$ cat src/rtl/mem_arb_pkg.sv
// mem_arb_pkg
//   Shared definitions for the memory-port arbiter slice:
//     arb_state_e  - arbiter FSM state encoding (IDLE / ACCESS / RESP)
//     SEL_IF       - mux select / grant value for the instruction-fetch side
//     SEL_DM       - mux select / grant value for the data-memory side
package mem_arb_pkg;

    typedef enum logic [1:0] {
        ST_IDLE   = 2'd0,
        ST_ACCESS = 2'd1,
        ST_RESP   = 2'd2
    } arb_state_e;

    localparam logic SEL_IF = 1'b0;
    localparam logic SEL_DM = 1'b1;

endpackage

$ cat src/rtl/mem_arb_pick.sv
// mem_arb_pick
//   Combinational winner selection between the fetch and data requesters.
//   On a tie the side that was NOT granted last wins; when the caller ties
//   last_grant to SEL_IF this degenerates into fixed data-side priority.
// Ports:
//   if_req     in   fetch request
//   dm_req     in   data request
//   last_grant in   side granted most recently (SEL_IF / SEL_DM)
//   winner     out  selected side; meaningful only when a request is present
module mem_arb_pick
    import mem_arb_pkg::*;
(
    input  logic if_req,
    input  logic dm_req,
    input  logic last_grant,
    output logic winner
);

    always_comb begin
        winner = SEL_DM;
        if (if_req && dm_req) begin
            winner = (last_grant == SEL_DM) ? SEL_IF : SEL_DM;
        end else if (if_req) begin
            winner = SEL_IF;
        end else begin
            winner = SEL_DM;
        end
    end

endmodule

$ cat src/rtl/mem_port_arbiter.sv
// mem_port_arbiter
//   Shares one registered memory port between an instruction-fetch requester
//   and a data-memory requester. Each transaction is IDLE (grant) -> ACCESS
//   (MEM_LAT cycles, port held stable) -> RESP (one-cycle done pulse) -> IDLE.
//
//   Handshake: a requester raises req with its address/data stable and keeps
//   it high until it sees its one-cycle done pulse. The request is sampled
//   only in IDLE; once granted, the transaction runs to completion even if
//   req drops. rdata is valid in the done cycle (unchanged for stores).
//
//   Configuration macro MEM_ARB_RR_EN:
//     defined   - round-robin on ties via a last_grant register (resets to
//                 fetch, so the data side wins the first tie)
//     undefined - fixed priority, data side wins ties
//
// Ports:
//   clk, rst_n                  clock, async active-low reset
//   if_req, if_addr, if_done    fetch request / address / completion pulse
//   dm_req, dm_we, dm_addr,
//   dm_wdata, dm_done           data request / store flag / address / store
//                               data / completion pulse
//   rdata                       read data for the completing requester
//   mem_sel                     address-mux select (0 fetch, 1 data)
//   mem_addr, mem_we, mem_wdata registered memory port
//   mem_rdata                   memory read data, valid in last ACCESS cycle
//   busy                        high whenever the FSM is not IDLE
//   dbg_state                   current FSM state (arb_state_e encoding)
module mem_port_arbiter
    import mem_arb_pkg::*;
#(
    parameter int ADDR_W  = 32,
    parameter int DATA_W  = 32,
    parameter int MEM_LAT = 2      // legal range 1..15
) (
    input  logic              clk,
    input  logic              rst_n,
    input  logic              if_req,
    input  logic [ADDR_W-1:0] if_addr,
    output logic              if_done,
    input  logic              dm_req,
    input  logic              dm_we,
    input  logic [ADDR_W-1:0] dm_addr,
    input  logic [DATA_W-1:0] dm_wdata,
    output logic              dm_done,
    output logic [DATA_W-1:0] rdata,
    output logic              mem_sel,
    output logic [ADDR_W-1:0] mem_addr,
    output logic              mem_we,
    output logic [DATA_W-1:0] mem_wdata,
    input  logic [DATA_W-1:0] mem_rdata,
    output logic              busy,
    output logic [1:0]        dbg_state
);

    // Counter holds the remaining ACCESS cycles after the current one.
    localparam logic [3:0] CNT_INIT = 4'(MEM_LAT - 1);

    arb_state_e state;
    logic [3:0] cnt;
    logic       last_grant;
    logic       winner;
    logic       grant;

    assign grant = (state == ST_IDLE) && (if_req || dm_req);

    mem_arb_pick u_pick (
        .if_req     (if_req),
        .dm_req     (dm_req),
        .last_grant (last_grant),
        .winner     (winner)
    );

`ifdef MEM_ARB_RR_EN
    always_ff @(posedge clk or negedge rst_n) begin
        if (!rst_n) begin
            last_grant <= SEL_IF;
        end else if (grant) begin
            last_grant <= winner;
        end
    end
`else
    // Pinning last_grant to fetch makes the picker favour the data side.
    assign last_grant = SEL_IF;
`endif

    always_ff @(posedge clk or negedge rst_n) begin
        if (!rst_n) begin
            state     <= ST_IDLE;
            cnt       <= '0;
            mem_sel   <= SEL_IF;
            mem_addr  <= '0;
            mem_we    <= 1'b0;
            mem_wdata <= '0;
            rdata     <= '0;
            if_done   <= 1'b0;
            dm_done   <= 1'b0;
        end else begin
            case (state)
                ST_IDLE: begin
                    if_done <= 1'b0;
                    dm_done <= 1'b0;
                    if (grant) begin
                        mem_sel <= winner;
                        if (winner == SEL_DM) begin
                            mem_addr  <= dm_addr;
                            mem_we    <= dm_we;
                            mem_wdata <= dm_wdata;
                        end else begin
                            mem_addr  <= if_addr;
                            mem_we    <= 1'b0;
                        end
                        cnt   <= CNT_INIT;
                        state <= ST_ACCESS;
                    end
                end
                ST_ACCESS: begin
                    if (cnt == 4'd0) begin
                        // Stores leave the last read value in place.
                        if (!mem_we) begin
                            rdata <= mem_rdata;
                        end
                        mem_we  <= 1'b0;
                        if_done <= (mem_sel == SEL_IF);
                        dm_done <= (mem_sel == SEL_DM);
                        state   <= ST_RESP;
                    end else begin
                        cnt <= cnt - 4'd1;
                    end
                end
                ST_RESP: begin
                    if_done <= 1'b0;
                    dm_done <= 1'b0;
                    state   <= ST_IDLE;
                end
                default: begin
                    state <= ST_IDLE;
                end
            endcase
        end
    end

    assign busy      = (state != ST_IDLE);
    assign dbg_state = state;

endmodule

$ cat config.mk
export PLATFORM = sky130hd
export DESIGN_NAME = mem_port_arbiter
export DESIGN_NICKNAME = d
export VERILOG_FILES = /design/src/rtl/mem_arb_pkg.sv /design/src/rtl/mem_arb_pick.sv /design/src/rtl/mem_port_arbiter.sv
export SDC_FILE = /design/constraint.sdc
export NUM_CORES = 1
export LEC_CHECK = 0
export ABC_AREA = 0
export CORE_AREA = 2 2 92 94
export CTS_BUF_LIST = sky130_fd_sc_hd__clkbuf_8
export DETAILED_ROUTE_END_ITERATION = 8
export DIE_AREA = 0 0 94 96
export DONT_BUFFER_PORTS = 1
export GPL_ROUTABILITY_DRIVEN = 0
export PLACE_DENSITY = 0.79
export SLEW_MARGIN = 20
export SYNTH_ARGS = -nofsm -noshare
export SYNTH_HDL_FRONTEND = slang
export SYNTH_SLANG_ARGS = --single-unit
$ cat constraint.sdc
create_clock -name clk -period 2.7 [get_ports clk]
set_input_delay 0.27 -clock clk [delete_from_list [all_inputs] [get_ports clk]]
set_output_delay 0.27 -clock clk [all_outputs]
set_load 0.02 [all_outputs]
Word level (Yosys, flattened, before mapping)
Index checks and enable logic that the tools add are counted.
{"block": "op_classes", "add_sub_neg": 1, "bitwise": 2, "eq_ne": 5, "muxes": 17, "n_reduce_logical": 16}
{"operator": "two-way mux 32 bit", "n": 1}
{"operator": "AND reduction 3 bit", "n": 4}
{"operator": "two-way mux 4 bit", "n": 2}
{"operator": "case mux 4 bit (2 select lines)", "n": 1}
{"operator": "two-way mux 1 bit", "n": 7}
{"operator": "!= test 2 bit (second input constant)", "n": 3}
{"operator": "case mux 1 bit (2 select lines)", "n": 3}
{"operator": "AND reduction 2 bit", "n": 3}
{"operator": "nonzero test 2 bit", "n": 3}
{"operator": "zero test 4 bit", "n": 1}
{"operator": "two-way mux 2 bit", "n": 2}
{"operator": "case mux 2 bit (2 select lines)", "n": 1}
{"operator": "subtractor 4 x 1 -> 4 bit (second input constant)", "n": 1}
{"operator": "equality test 2 x 1 -> 1 bit (second input constant)", "n": 1}
{"operator": "equality test 2 bit (second input constant)", "n": 1}
{"operator": "logical AND 1 bit", "n": 2}
{"operator": "zero test 2 bit", "n": 1}
{"operator": "inverter 1 bit", "n": 2}
{"operator": "OR reduction 2 bit", "n": 1}
{"operator": "logical OR 1 bit", "n": 1}
{"block": "totals", "output_inout_bits": 103, "register_bits": 106, "wordCells": 50, "inputBits": 133}

Depth between registers and ports, before layout
Gate-level depths: netlist of the first run.
{"block": "logic_depth", "ltp_word": 5, "mapped_depth": 7, "ltp_nobuf": 5}

By module
From an unflattened synthesis of the first run, not the netlist that was laid out.
{"block": "unflattened", "cells_unflattened": 329, "hier_area_um2": 4643.2}
{"mod": "mem_port_arbiter", "seq_area_each_um2": 2652.5, "cells_each": 327, "area_each_um2": 4630.7, "n_inst": 1}
{"mod": "mem_arb_pick", "seq_area_each_um2": 0.0, "cells_each": 2, "area_each_um2": 12.5, "n_inst": 1}

Least setup slack after synthesis of the first run
OpenSTA, ideal clock, no wires.
{"block": "synth_timing", "path_type": "register to register", "from": "reg cnt[0]", "to": "reg rdata[10]", "arrival_ns": 1.764, "path_slack_ns": 0.810, "stages_incl_launch_ff": 8, "setup_ns": 0.125, "n_path_buf": 2, "path_cell_list": "dfrtp_1 inv_1 ha_1 nand2b_4 or4_4 buf_6 buf_6 mux2_4"}
{"block": "synth_via", "elab_chain_cells": 2}
{"item": "from (decl)", "line_no": "mem_port_arbiter.sv:59", "text": "logic [3:0] cnt;"}
{"item": "from (signal assigned)", "line_no": "mem_port_arbiter.sv:127", "text": "cnt <= cnt - 4'd1;"}
{"item": "zero test 4 bit", "line_no": "mem_port_arbiter.sv:117", "text": "if (cnt == 4'd0) begin"}
{"item": "AND reduction 3 bit (no line)"}
{"item": "to (signal assigned)", "line_no": "mem_port_arbiter.sv:120", "text": "rdata <= mem_rdata;"}
{"item": "to (decl)", "line_no": "mem_port_arbiter.sv:45", "text": "output logic [DATA_W-1:0] rdata,"}
Every way passes these cells.
A chain may end at the register's enable or synchronous reset.

Worst setup path in the final report of the first run
{"block": "layout_timing", "from": "reg cnt[0]", "to": "reg rdata[30]"}
The elaborated chain is that of the path after synthesis.

==> flow_metrics.tcl, run 1 <==
set metrics [dict create \
    result_of_the_run "finished with violations" \
    failed_checks "hold timing" \
    area_of_the_multi_input_gates_um2 1780 \
    combinational_family_with_the_most_area_after_synthesis "multiplexers" \
    synth_area_in_compound_gates 0.0146 \
    grt.total_usage 0.183 \
    cp_cell_sequence "inv_1, ha_1, nand2b_4, or4_4, mux2_1" \
    critical_path.max_fanout 32 \
    reg2reg_from "cnt[0]$_DFFE_PN0P_" \
    worst_clock_skew_ns 0.0105 \
    end_kind "flop" \
    drcViolationCount 0 \
    fp.coreArea_um2 8050 \
    setup_ws_pre_cts_ns 0.609 \
    finalSetupTns_ns 0 \
    post-dp-hpwl_um 6360 \
    finalCritPeriodShare 0.775 \
    tritoncts "built" \
    rsz0062_at_grt "no" \
    maximum_number_of_pins_on_one_net_before_global_route_repair 107 \
    p_leak_nw 2.11 \
    synthMuxAreaShare 0.349 \
    clock_sinks 106 \
    grt_pass1_wl_um 12400 \
    numCtsBuffers 9 \
    worstPathRequired_ns 2.94 \
    chipHeight_um 96 \
    drt_pass1_iterations 4 \
    detail_route.wirelength_um 8430 \
    yosys_register_bits 106 \
    clkSlewWorstSetupHoldPaths_ns 0.10 \
    final-max-slew-violation-count 0 \
    postSynthCellCount 286 \
    post_route_cells_drive_above_1_share 0.500 \
    detail_route.wl_per_cell_um 21.3 \
    cts.htree.levels 3 \
    final-hold-violation-count 106 \
    aggregate_global_routing_overflow 0 \
    synthTopCellsByArea "sky130_fd_sc_hd__dfrtp_1 58%, sky130_fd_sc_hd__mux2_2 23%, sky130_fd_sc_hd__mux2_4 9.9%" \
    hold_class "in2async" \
    synth-seq-area-share 0.584 \
    power_per_cell_area_nw_per_um2 1400 \
    crit_path_start_kind "flop" \
    post_synth_instance_area_um2 4540 \
    dr.first_iter.drc_count 51 \
    setup_violations 0 \
    critical_path_arrival_ns 2.33 \
    design.die.area_um2 9020 \
    synthesis.yosys.warnings 0 \
    synth.largest_area_cell "sky130_fd_sc_hd__dfrtp_1" \
    timing.rr.end "rdata[30]$_DFFE_PN0P_" \
    postRouteAntennaNets 0 \
    vdd.ir_drop.worst_mv 0.605 \
    maxCapViolations 0 \
    port-buffer-count 0 \
    top_level_port_count 236 \
    final_net_count 419 \
    synth-adder-area-share 0.00275 \
    netlist.area_leader.share 0.584 \
    mappedNetlistNets 420 \
    placement.cell_area_um2 4610 \
    cts_root_buffer "sky130_fd_sc_hd__clkbuf_8" \
    ff2ff_setup_slack_ns 0.61 \
    xor_xnor_share_of_the_synthesized_area 0 \
    antenna_found_initial 0 \
    cpPeakStageDelay_ns 0.77 \
    count_of_cell_types_in_the_netlist 29 \
    critPathKind "reg2reg" \
    clock_path_buffers 2 \
    initial_utilization 0.564 \
    floorplan.die.width_um 94 \
    clk_latency_ns 0.36 \
    first_global_vias 2466 \
    setup_ws_ns 0.608 \
    critPathTopFamily "simple AND/OR/NAND/NOR gates" \
    post-route-cell-area_um2 4800 \
    hold-worst-slack_ns -0.403 \
    finish.utilization 0.596 \
    layout.filler_cells 630 \
    num_vias 2290 \
    detail_route.vias_per_cell 5.80 \
    worst_r2r_path_depth 5 \
    sequential_cell_area_um2 2650 \
    rows 33 \
    postCtsResizedCells 0 \
    postCtsSetupRepairBufs 0 \
    fin_crit_ns 2.09 \
    cpMaxStageDelayCell "sky130_fd_sc_hd__or4_4" \
    max-slew-margin-rel 0.596 \
    worstPathBufferInverterCount 1 \
    synthesis.area_per_instance_um2 15.9 \
    fmax_mhz 478 \
    transition_time_of_the_tightest_slew_check_pin_ns 0.601 \
    antenna-diode-count 0 \
    layout-area-overhead-vs-synth_pct 5.73 \
    synth_area_in_simple_gates 0.0245 \
]
## flip-flops by register name (all words and copies together) (netlist names)
| register | flops |
|---|---|
| mem_addr | 32 |
| mem_wdata | 32 |
| rdata | 32 |
| cnt | 4 |
| dbg_state | 2 |
| dm_done | 1 |
| if_done | 1 |
| mem_sel | 1 |
| mem_we | 1 |
## synth_stat cells
library cell	count
sky130_fd_sc_hd__nor2b_1	2
sky130_fd_sc_hd__nor3_1	1
sky130_fd_sc_hd__nand4b_1	1
sky130_fd_sc_hd__mux2_2	92
sky130_fd_sc_hd__inv_1	5
sky130_fd_sc_hd__nand2_1	3
sky130_fd_sc_hd__mux2i_1	2
sky130_fd_sc_hd__nand2b_4	1
sky130_fd_sc_hd__or4_4	1
sky130_fd_sc_hd__and2_1	1
sky130_fd_sc_hd__or4b_1	1
sky130_fd_sc_hd__a21oi_1	2
sky130_fd_sc_hd__buf_1	2
sky130_fd_sc_hd__o221ai_1	1
sky130_fd_sc_hd__o21ai_0	5
sky130_fd_sc_hd__mux2_4	30
sky130_fd_sc_hd__buf_2	7
sky130_fd_sc_hd__dfrtp_1	106
sky130_fd_sc_hd__o2bb2ai_1	1
sky130_fd_sc_hd__mux2_1	7
sky130_fd_sc_hd__clkbuf_1	2
sky130_fd_sc_hd__nor3b_1	1
sky130_fd_sc_hd__o22ai_1	1
sky130_fd_sc_hd__a21o_1	1
sky130_fd_sc_hd__buf_6	4
sky130_fd_sc_hd__or4_1	1
sky130_fd_sc_hd__ha_1	1
sky130_fd_sc_hd__nand2b_1	1
sky130_fd_sc_hd__nor2_1	3
## final cells by class
type,instances,share of cell area
sequential,106,0.552
multi-input combinational,160,0.371
clock buffer,11,0.0315
tap,105,0.0274
clock inverter,5,0.00938
timing repair buffer,3,0.00469
inverter,5,0.00391
## how the worst max path moves through the flow
| stage | from | to | slack, ns | cells past startpoint |
|---|---|---|---|---|
| 3_3_place_gp | cnt[0]$_DFFE_PN0P_ | rdata[0]$_DFFE_PN0P_ | 0.66 | 5 |
| 6_report | cnt[0]$_DFFE_PN0P_ | rdata[30]$_DFFE_PN0P_ | 0.61 | 5 |
| 2_1_floorplan | cnt[0]$_DFFE_PN0P_ | rdata[10]$_DFFE_PN0P_ | 0.81 | 7 |
| 3_5_place_dp | cnt[0]$_DFFE_PN0P_ | rdata[30]$_DFFE_PN0P_ | 0.61 | 5 |
| 5_1_grt | cnt[0]$_DFFE_PN0P_ | rdata[30]$_DFFE_PN0P_ | 0.52 | 5 |
| 4_1_cts | cnt[0]$_DFFE_PN0P_ | rdata[30]$_DFFE_PN0P_ | 0.60 | 5 |
## metrics by stage
step	std cells	total power [mW]
2_1_floorplan	286	5.46
3_3_place_gp	379	5.75
3_5_place_dp	379	5.85
4_1_cts	395	6.79
5_1_grt	395	7.09
6_report	395	6.70
## kinds of logic after synthesis
family                   count (synthesis)
multiplexers                           131
flip-flops                             106
buffers and inverters                   20
AND/OR/NAND/NOR                         17
AO/OA/AOI/OAI                           11
adder cells (fa/ha/maj)                  1
## layout by cell type, fill, tap and decap left out, types with 2 or more instances in the layout
master / synthesis / final
sky130_fd_sc_hd__dfrtp_1: 106 / 106
sky130_fd_sc_hd__mux2_2: 92 / 92
sky130_fd_sc_hd__mux2_4: 30 / 30
sky130_fd_sc_hd__clkbuf_8: 0 / 11
sky130_fd_sc_hd__mux2_1: 7 / 7
sky130_fd_sc_hd__inv_1: 5 / 5
sky130_fd_sc_hd__o21ai_0: 5 / 5
sky130_fd_sc_hd__nand2_1: 3 / 3
sky130_fd_sc_hd__buf_4: 0 / 3
sky130_fd_sc_hd__nor2_1: 3 / 2
sky130_fd_sc_hd__a21oi_1: 2 / 2
sky130_fd_sc_hd__mux2i_1: 2 / 2
sky130_fd_sc_hd__clkinv_4: 0 / 2
## power breakdown
part           switching (mW)  internal, mW
Combinational           0.635          1.15
Clock                   0.526         0.399
Sequential               1.59          2.39
Total                    2.75          3.95
## layer usage
metal	vias up	GRT usage	routed length, um
met3	11	0.0799	954
met4	0	0.0797	169
met1	1120	0.195	2890
met5	-	0	0
li1	1006	-	-
met2	153	0.315	4410
Power figures use the tool's default switching activity.
==> run 2, diff against run 1 <==
==> constraint.sdc (replaced) <==
create_clock -name clk -period 2.16 [get_ports clk]
set_input_delay 0.216 -clock clk [delete_from_list [all_inputs] [get_ports clk]]
set_output_delay 0.216 -clock clk [all_outputs]
set_load 0.02 [all_outputs]
==> flow_metrics.tcl, run 2 (synthesis results as in run 1) <==
set metrics [dict create \
    critical_path_arrival_ns 2.23 \
    swShare 0.411 \
    final-hold-violation-count 106 \
    critPathKind "reg2reg" \
    final_net_count 488 \
    postCtsSetupRepairBufs 0 \
    grt_pass1_wl_um 14300 \
    numCtsBuffers 9 \
    fp.coreArea_um2 8050 \
    detail_route.vias_per_cell 5.56 \
    mostFrequentLayoutCells "106 x sky130_fd_sc_hd__dfrtp_1, 92 x sky130_fd_sc_hd__mux2_2, 65 x sky130_fd_sc_hd__dlygate4sd3_1" \
    cp_cell_sequence "inv_1, ha_1, nand2b_4, or4_4, buf_12, mux2_1" \
    port-buffer-count 0 \
    total_switching_power_mw 3.57 \
    fin_crit_ns 1.98 \
    finish.utilization 0.685 \
    cts.htree.levels 3 \
    cpMaxStageDelayCell "sky130_fd_sc_hd__or4_4" \
    clock_path_buffers 2 \
    initial_utilization 0.564 \
    cts_root_buffer "sky130_fd_sc_hd__clkbuf_8" \
    clock_sinks 106 \
    postCtsResizedCells 0 \
    antenna-diode-count 0 \
    critical_path.max_fanout 32 \
    dr.first_iter.drc_count 53 \
    post-dp-hpwl_um 6340 \
    antenna_found_initial 0 \
    worstPathRequired_ns 2.41 \
    post-route-cell-area_um2 5520 \
    clkSlewWorstSetupHoldPaths_ns 0.10 \
    clkPwrFrac 0.135 \
    floorplan.die.width_um 94 \
    critPathLaunch "cnt[0]$_DFFE_PN0P_" \
    layout.filler_cells 571 \
    num_vias 2582 \
    reg2reg_from "cnt[0]$_DFFE_PN0P_" \
    worst_clock_skew_ns 0.0149 \
    cpPeakStageDelay_ns 0.49 \
    power_per_cell_area_nw_per_um2 1570 \
    rsz0062_at_grt "no" \
    layout_commonest_cell "sky130_fd_sc_hd__dfrtp_1" \
    rows 33 \
    design.die.area_um2 9020 \
    hold_class "in2async" \
    finalCritPeriodShare 0.917 \
    ctsHoldBuffers 65 \
    final-max-slew-violation-count 0 \
    chipHeight_um 96 \
    vdd.ir_drop.worst_mv 0.870 \
    max-slew-margin-rel 0.608 \
    placement.cell_area_um2 4670 \
    end_kind "flop" \
    clk_latency_ns 0.37 \
    hold-worst-slack_ns -0.467 \
    drcViolationCount 0 \
    largestRegisters "mem_addr: 32 flops, mem_wdata: 32 flops, rdata: 32 flops" \
    detail_route.wl_per_cell_um 20.9 \
    drt_pass1_iterations 4 \
    first_global_vias 2710 \
    result_of_the_run "finished with violations" \
    maximum_number_of_pins_on_one_net_before_global_route_repair 107 \
    crit_path_start_kind "flop" \
    p_int_mw 5.11 \
    maxCapViolations 0 \
    post_route_cells_drive_above_1_share 0.415 \
    postRouteAntennaNets 0 \
    p_leak_nw 2.42 \
    fmax_mhz 505 \
    top_level_port_count 236 \
    setup_violations 0 \
    transition_time_of_the_tightest_slew_check_pin_ns 0.583 \
    layout-area-overhead-vs-synth_pct 21.5 \
    aggregate_global_routing_overflow 0 \
    finalSetupTns_ns 0 \
    failed_checks "hold timing" \
    p_seq_frac 0.573 \
    p_comb_frac 0.292 \
    grt.total_usage 0.211 \
    tritoncts "built" \
    detail_route.wirelength_um 9720 \
]
## run 2: changes by cell type in the layout (fill, tap and decap cells not counted)
| cell | change |
|---|---|
| sky130_fd_sc_hd__buf_12 | +3 |
| sky130_fd_sc_hd__clkinvlp_4 | -1 |
| sky130_fd_sc_hd__inv_8 | -1 |
| sky130_fd_sc_hd__buf_4 | +1 |
| sky130_fd_sc_hd__dlygate4sd3_1 | +65 |
| sky130_fd_sc_hd__inv_6 | +2 |
## run 2: worst paths after layout
kind                                              to  slack, ns  cells past startpoint
hold / removal             mem_wdata[26]$_DFFE_PN0P_      -0.47                      0
max in group asynchronous    mem_addr[5]$_DFFE_PN0P_       2.43                      0
setup / recovery                rdata[0]$_DFFE_PN0P_       0.18                      6
hold reg to reg                   cnt[1]$_DFFE_PN0P_       0.60                      2
min in group clk                 mem_sel$_DFFE_PN0P_       0.04                      2
setup reg to reg                rdata[0]$_DFFE_PN0P_       0.18                      6
## run 2: final cells by class
cell class | count | area [um^2] | share of cell area
flip-flops and latches | 106 | 2650 | 0.481
multi-input cells | 160 | 1780 | 0.323
repair buffers | 72 | 741 | 0.134
clock buffers | 11 | 151 | 0.0274
well taps | 105 | 131 | 0.0238
clock inverters | 5 | 43.8 | 0.00793
inverters | 5 | 18.8 | 0.00340
## run 2: metrics by stage
stage / worst slack (ns) / power [mW] / cells
finish: 0.180 / 8.69 / 464
global route: 0.103 / 9.14 / 464
CTS: 0.179 / 8.72 / 464
detailed placement: 0.195 / 7.44 / 383
global placement: 0.268 / 7.30 / 383
floorplan: 0.270 / 6.82 / 286
## run 2: layer usage
| layer | vias to the layer above | track usage | routed length, um |
|---|---|---|---|
| li1 | 1143 | - | - |
| met1 | 1275 | 0.241 | 3550 |
| met2 | 151 | 0.357 | 5020 |
| met3 | 13 | 0.0908 | 1010 |
| met4 | 0 | 0.0737 | 151 |
| met5 | - | 0 | 0 |
## run 2: power groups by stage
stage	sequential (mW)	combinational (mW)	clock, mW
global placement	4.98	2.32	0
finish	4.98	2.54	1.17
CTS	4.98	2.54	1.21
detailed placement	4.99	2.45	0
global route	5.09	2.74	1.31
floorplan	4.75	2.07	0
## run 2: critical path, delay by kind of cell (launching register included)
family                     cells  cell delay [ns]
adders and majority gates      1             0.28
buffers and inverters          2             0.29
DFF                            1             0.38
muxes                          1             0.33
and+or+nand+nor                2             0.57
